`config.mk`:
```
export PLATFORM = sky130hd
export DESIGN_NAME = branch_predictor_flat
export DESIGN_NICKNAME = d
export VERILOG_FILES = /design/src/rtl/branch_predictor_if.sv /design/src/rtl/branch_predictor.sv /design/src/flat_wrapper.sv
export SDC_FILE = /design/constraint.sdc
export NUM_CORES = 2
export LEC_CHECK = 0
export BUFFER_PORTS_ARGS = -buffer_cell sky130_fd_sc_hd__clkbuf_2
export CORE_MARGIN = 2
export CORE_UTILIZATION = 23
export CTS_CLUSTER_DIAMETER = 150
export DETAILED_ROUTE_END_ITERATION = 8
export PLACE_DENSITY = 0.46
export SETUP_SLACK_MARGIN = 0.2
export SLEW_MARGIN = 20
export SYNTH_ARGS = -nofsm -noshare
export SYNTH_HDL_FRONTEND = slang
export SYNTH_SLANG_ARGS = --single-unit
```
`constraint.sdc`:
```
create_clock -name CLK -period 11.35 [get_ports CLK]
set_clock_uncertainty 0.15 [all_clocks]
set_input_delay 1.135 -clock CLK [delete_from_list [all_inputs] [get_ports CLK]]
set_output_delay 1.135 -clock CLK [all_outputs]
set_load 0.01 [all_outputs]
```
`src/rtl/branch_predictor_if.sv`:
```
// Pipeline-side bundle for the branch predictor: fetch lookup, EX resolution
// feedback, misprediction/redirect result and the saturating perf counters.
interface branch_predictor_if #(
    parameter int PERF_W = 32
);
    logic              clear;
    logic [31:0]       lk_pc;
    logic              lk_taken;
    logic [31:0]       lk_target;
    logic              upd_en;
    logic [31:0]       upd_pc;
    logic              upd_taken;
    logic [31:0]       upd_target;
    logic              upd_pred_taken;
    logic [31:0]       upd_pred_target;
    logic              mispredict;
    logic [31:0]       redirect_pc;
    logic [PERF_W-1:0] perf_branches;
    logic [PERF_W-1:0] perf_mispredicts;

    modport master (
        output clear, lk_pc, upd_en, upd_pc, upd_taken, upd_target,
               upd_pred_taken, upd_pred_target,
        input  lk_taken, lk_target, mispredict, redirect_pc,
               perf_branches, perf_mispredicts
    );

    modport slave (
        input  clear, lk_pc, upd_en, upd_pc, upd_taken, upd_target,
               upd_pred_taken, upd_pred_target,
        output lk_taken, lk_target, mispredict, redirect_pc,
               perf_branches, perf_mispredicts
    );
endinterface

```
`src/rtl/branch_predictor.sv`:
```
// Direct-mapped branch target buffer with 2-bit saturating direction counters,
// combinational fetch lookup, EX-stage training and saturating perf counters.
module branch_predictor #(
    parameter int         ENTRIES  = 16,
    parameter logic [1:0] CNT_INIT = 2'b01,
    parameter int         PERF_W   = 32
) (
    input  logic              CLK,
    input  logic              RST,
    branch_predictor_if.slave bp
);
    localparam int IDX_W = $clog2(ENTRIES);
    localparam int TAG_W = 30 - IDX_W;

    function automatic logic [1:0] cnt_step(input logic [1:0] c, input logic taken);
        logic [1:0] r;
        if (taken) begin
            r = (c == 2'b11) ? 2'b11 : c + 2'b01;
        end else begin
            r = (c == 2'b00) ? 2'b00 : c - 2'b01;
        end
        return r;
    endfunction

    function automatic logic [PERF_W-1:0] sat_inc(input logic [PERF_W-1:0] v, input logic inc);
        logic [PERF_W-1:0] r;
        if (inc && !(&v)) begin
            r = v + {{(PERF_W-1){1'b0}}, 1'b1};
        end else begin
            r = v;
        end
        return r;
    endfunction

    logic [ENTRIES-1:0] valid_q, valid_d;
    logic [TAG_W-1:0]   tag_q    [ENTRIES];
    logic [TAG_W-1:0]   tag_d    [ENTRIES];
    logic [29:0]        target_q [ENTRIES];
    logic [29:0]        target_d [ENTRIES];
    logic [1:0]         cnt_q    [ENTRIES];
    logic [1:0]         cnt_d    [ENTRIES];
    logic [PERF_W-1:0]  perf_br_q, perf_br_d;
    logic [PERF_W-1:0]  perf_mp_q, perf_mp_d;

    logic [IDX_W-1:0]   lk_idx_s;
    logic               lk_hit_s;
    logic               lk_taken_s;
    logic [IDX_W-1:0]   upd_idx_s;
    logic               upd_hit_s;
    logic               mispredict_s;

    assign lk_idx_s  = bp.lk_pc[IDX_W+1:2];
    assign upd_idx_s = bp.upd_pc[IDX_W+1:2];

    always_comb begin
        lk_hit_s   = valid_q[lk_idx_s] && (tag_q[lk_idx_s] == bp.lk_pc[31:IDX_W+2]);
        lk_taken_s = lk_hit_s && cnt_q[lk_idx_s][1];
        upd_hit_s  = valid_q[upd_idx_s] && (tag_q[upd_idx_s] == bp.upd_pc[31:IDX_W+2]);
    end

    // The redirect/flush path must see the verdict in the resolving cycle, so it stays combinational.
    always_comb begin
        mispredict_s = bp.upd_en &&
                       ((bp.upd_pred_taken != bp.upd_taken) ||
                        (bp.upd_taken && (bp.upd_pred_target != bp.upd_target)));
    end

    assign bp.lk_taken    = lk_taken_s;
    assign bp.lk_target   = lk_taken_s ? {target_q[lk_idx_s], 2'b00} : bp.lk_pc + 32'd4;
    assign bp.mispredict  = mispredict_s;
    assign bp.redirect_pc = bp.upd_taken ? bp.upd_target : bp.upd_pc + 32'd4;

    // Table training; clear wins over a same-cycle update, untaken misses leave the table alone.
    always_comb begin
        valid_d  = valid_q;
        tag_d    = tag_q;
        target_d = target_q;
        cnt_d    = cnt_q;
        if (bp.clear) begin
            valid_d = '0;
        end else if (bp.upd_en) begin
            if (upd_hit_s) begin
                cnt_d[upd_idx_s] = cnt_step(cnt_q[upd_idx_s], bp.upd_taken);
                if (bp.upd_taken) begin
                    target_d[upd_idx_s] = bp.upd_target[31:2];
                end else begin
                    target_d[upd_idx_s] = target_q[upd_idx_s];
                end
            end else if (bp.upd_taken) begin
                valid_d[upd_idx_s]  = 1'b1;
                tag_d[upd_idx_s]    = bp.upd_pc[31:IDX_W+2];
                target_d[upd_idx_s] = bp.upd_target[31:2];
                cnt_d[upd_idx_s]    = 2'b10;
            end else begin
                valid_d = valid_q;
            end
        end else begin
            valid_d = valid_q;
        end
    end

    always_comb begin
        perf_br_d = sat_inc(perf_br_q, bp.upd_en);
        perf_mp_d = sat_inc(perf_mp_q, mispredict_s);
    end

    // Reset takes priority over clear and update in the same cycle.
    always_ff @(posedge CLK) begin
        if (RST) begin
            valid_q   <= '0;
            perf_br_q <= '0;
            perf_mp_q <= '0;
            for (int i = 0; i < ENTRIES; i++) begin
                tag_q[i]    <= '0;
                target_q[i] <= '0;
                cnt_q[i]    <= CNT_INIT;
            end
        end else begin
            valid_q   <= valid_d;
            tag_q     <= tag_d;
            target_q  <= target_d;
            cnt_q     <= cnt_d;
            perf_br_q <= perf_br_d;
            perf_mp_q <= perf_mp_d;
        end
    end

    assign bp.perf_branches    = perf_br_q;
    assign bp.perf_mispredicts = perf_mp_q;
endmodule

```
`src/flat_wrapper.sv`:
```
// flat-port wrapper written by rule: the top's interface ports become plain ports
module branch_predictor_flat 
#(
    parameter int         ENTRIES  = 16,
    parameter logic [1:0] CNT_INIT = 2'b01,
    parameter int         PERF_W   = 32
)
  (CLK, RST, bp_clear, bp_lk_pc, bp_upd_en, bp_upd_pc, bp_upd_taken, bp_upd_target, bp_upd_pred_taken, bp_upd_pred_target, bp_lk_taken, bp_lk_target, bp_mispredict, bp_redirect_pc, bp_perf_branches, bp_perf_mispredicts);
  branch_predictor_if #(.PERF_W(PERF_W)) bp_i ();
  input  logic CLK;
  input  logic RST;
  input wire logic [$bits(bp_i.clear)-1:0] bp_clear;
  input wire logic [$bits(bp_i.lk_pc)-1:0] bp_lk_pc;
  input wire logic [$bits(bp_i.upd_en)-1:0] bp_upd_en;
  input wire logic [$bits(bp_i.upd_pc)-1:0] bp_upd_pc;
  input wire logic [$bits(bp_i.upd_taken)-1:0] bp_upd_taken;
  input wire logic [$bits(bp_i.upd_target)-1:0] bp_upd_target;
  input wire logic [$bits(bp_i.upd_pred_taken)-1:0] bp_upd_pred_taken;
  input wire logic [$bits(bp_i.upd_pred_target)-1:0] bp_upd_pred_target;
  output wire logic [$bits(bp_i.lk_taken)-1:0] bp_lk_taken;
  output wire logic [$bits(bp_i.lk_target)-1:0] bp_lk_target;
  output wire logic [$bits(bp_i.mispredict)-1:0] bp_mispredict;
  output wire logic [$bits(bp_i.redirect_pc)-1:0] bp_redirect_pc;
  output wire logic [$bits(bp_i.perf_branches)-1:0] bp_perf_branches;
  output wire logic [$bits(bp_i.perf_mispredicts)-1:0] bp_perf_mispredicts;
  assign bp_i.clear = bp_clear;
  assign bp_i.lk_pc = bp_lk_pc;
  assign bp_i.upd_en = bp_upd_en;
  assign bp_i.upd_pc = bp_upd_pc;
  assign bp_i.upd_taken = bp_upd_taken;
  assign bp_i.upd_target = bp_upd_target;
  assign bp_i.upd_pred_taken = bp_upd_pred_taken;
  assign bp_i.upd_pred_target = bp_upd_pred_target;
  assign bp_lk_taken = bp_i.lk_taken;
  assign bp_lk_target = bp_i.lk_target;
  assign bp_mispredict = bp_i.mispredict;
  assign bp_redirect_pc = bp_i.redirect_pc;
  assign bp_perf_branches = bp_i.perf_branches;
  assign bp_perf_mispredicts = bp_i.perf_mispredicts;
  branch_predictor #(.ENTRIES(ENTRIES), .CNT_INIT(CNT_INIT), .PERF_W(PERF_W)) u_core (.CLK(CLK), .RST(RST), .bp(bp_i));
endmodule
```
==> metrics.cfg <==
[worst_setup_path]
crit_arrival_ps=6130
worstSetupEndpoint=bp_lk_target[21]
crit_chain=buf_8 > buf_12 > mux4_2 > nor2b_1 > a211oi_1 > a21oi_1 > xnor2_1 > nor4b_1 > nand4bb_1 > nor4_4 > buf_4 > mux2_2 > clkbuf_2
slowest_delay_ps=680
cp_slowest_cell=nor4_4
rr_worst_depth=10
timing.rr.end=u_core.target_q[323]
crit_fanout=78
crit_type=primary input to output port
r2r_setup_slack_ps=5960
crit_path_end_kind=output port
crit_required_ps=10070
crit_path_start=bp_lk_pc[2]
r2r_start=u_core.tag_q[148]
start_kind=primary input

[sta]
relSlewSlack_pct=8.71
finalHoldViolCount=0
period_needed_ps=7420
post-route-period-util_pct=65.3
fin_tns_setup_ps=0
tightest_slew_ps=1360
maxSlewViolCount=0
setup_viol=0
fmax_mhz=135
rsz0062_at_grt=false

[global_route]
grt_use_total_pct=19.6
grt-ovfl-total=0
antenna_found_initial=32
grt_start_max_net_pins=182
grt_pass1_wl_um=418000
grt_pass1_vias=54500

[synthesis]
synth_cell_types=79
synth_cells=6614
yosysWarnings=0
syn_avg_cell_area_sq_um=9.97
synth_top_area_share_pct=30.6
ys_async_sr_fraction_pct=0
synth-seq-cells=1008
synth-edff-count=0
syn_area_sq_um=65900
synth-main-ff-cell=dfxtp_1
yosysTopAreaCell=dfxtp_1
seq_area_frac_synth_pct=30.6
synthesis.nets=6755
synthTopCellsByArea=dfxtp_1 31%, mux4_2 18%, mux2i_1 14%

[layout]
drive_gt1_share_pct=25.0
layout_commonest_cell=nand2_1
final_cells=10200
layout_common_cells=1109 x nand2_1, 1008 x dfxtp_1, 949 x mux2i_1
num-nets-final=6507
area_delta_synth_final_pct=12.1

[die]
fp.dieH_um=539
ios=264
die_x_um=539
core_area_sq_um=285000
start_util_pct=23.1
rows=196
dieArea_sq_um=291000

[clock_network]
clk_pin_slew_ps=50
cts.repair.resized=0
cts_root_buf=clkbuf_16
numCtsBuffers=138
cts_tree=built
cts.sinks=1008
clock_path_buffers=4
cts_setup_buffers=0
clk_latency_ps=820
cts-hold-fix-buffers=0
cts_max_level=4

[flow_run]
maxCapViolations=0

[routing]
drc_errors=0
ant_nets=0
drtPass1Iterations=8
drt-total-wl_um=296000
vias=56200
avgRoutedWirePerCell_um=29.0
viasPerCell=5.49
drtIter0Drc=6327

[min_path]
hp-class=flop to flop

[placement]
gp_congestion=0.857
dp_hpwl_um=177000
dp_cells=9986
port_buffers=263

[power]
leakagePower_nw=26.6
irDropWorstVdd_uv=97.0
power.density_nw_per_um2=126

[outcome]
outcome=complete, no violations

-- registers in the layout (all words and copies together), names as in the netlist --
| signal | cells |
|---|---|
| u_core.target_q | 480 |
| u_core.bp.perf_branches | 32 |
| u_core.tag_q | 416 |
| u_core.cnt_q | 32 |
| u_core.bp.perf_mispredicts | 32 |
| u_core.valid_q | 16 |
-- cells in the mapped netlist, types with 48 or more instances --
cell type and number:
o22ai_1 66, mux2_2 439, mux4_2 516, xor2_1 65
nor2_1 130, buf_2 171, xnor2_1 122, mux2i_1 949
a21oi_1 454, o31ai_1 426, nand3_1 79, o21ai_0 48
nand2_1 1110, dfxtp_1 1008, clkbuf_1 473
-- worst max-delay path, delay by kind of cell --
| family | cells | cell delay [ps] |
|---|---|---|
| and+or+nand+nor | 4 | 1340 |
| AOI/OAI and AO/OA | 2 | 370 |
| xor gates and xnor gates | 1 | 410 |
| buffers and inverters | 4 | 1790 |
| muxes | 2 | 990 |
-- logic make-up (layout without fill, tap and decap cells) --
| kind of cell | count (synthesis) | count (layout) | synth area share (%) |
|---|---|---|---|
| AO/OA/AOI/OAI | 1160 | 1160 | 11.3 |
| XOR/XNOR | 187 | 187 | 2.48 |
| buffers and inverters | 816 | 653 | 6.10 |
| other | 0 | 13 | 0 |
| multiplexers | 1904 | 1904 | 39.5 |
| AND/OR/NAND/NOR | 1530 | 1530 | 9.84 |
| flip-flops | 1008 | 1008 | 30.6 |
| adder cells (fa/ha/maj) | 9 | 9 | 0.163 |
-- how the worst min path moves through the flow --
stage,depth (start not counted),startpoint,end
after floorplan,2,u_core.tag_q[22],u_core.tag_q[22]
after global placement,2,u_core.tag_q[6],u_core.tag_q[6]
after detailed placement,2,u_core.tag_q[6],u_core.tag_q[6]
after CTS,2,u_core.tag_q[1],u_core.tag_q[1]
after global routing,2,u_core.tag_q[404],u_core.tag_q[404]
final,2,u_core.tag_q[246],u_core.tag_q[246]
-- metal layers --
metal  track usage, %  up-vias  part of all wire (%)
li1                 -    24000                     -
met1             25.8    28800                    42
met2             30.7     2713                    45
met3             3.92      604                   8.1
met4             8.67       12                   4.7
met5                0        -                 0.026
-- power breakdown --
group	switching, W	leakage [nW]	internal [W]
logic	0.000792	16.3	0.000445
clock network	0.00178	2.12	0.00256
registers	0.0000842	8.17	0.00362
-- stage by stage --
stage / hold slack [ps] / instance area (sq um) / util [%] / power, W / worst slack, ps
floorplan: 291 / 65900 / - / 0.00454 / 5480
global placement: 300 / 69500 / 24.4 / 0.00498 / 3520
detailed placement: 314 / 69500 / 24.4 / 0.00500 / 3470
CTS: 323 / 73800 / 25.9 / 0.00934 / 3440
global route: 342 / 73900 / 25.9 / 0.00955 / 3510
finish: 320 / 73900 / 25.9 / 0.00929 / 3930
-- cell type report --
class | count | area (sq um)
fill | 30000 | 211000
timing repair buffer | 382 | 2410
clock inverter | 22 | 234
multi-input combinational | 4790 | 42100
clock buffer | 203 | 4080
sequential | 1008 | 20200
tap | 3762 | 4710
inverter | 46 | 180
antenna | 13 | 32.5
(Power assumes the default switching activity.)
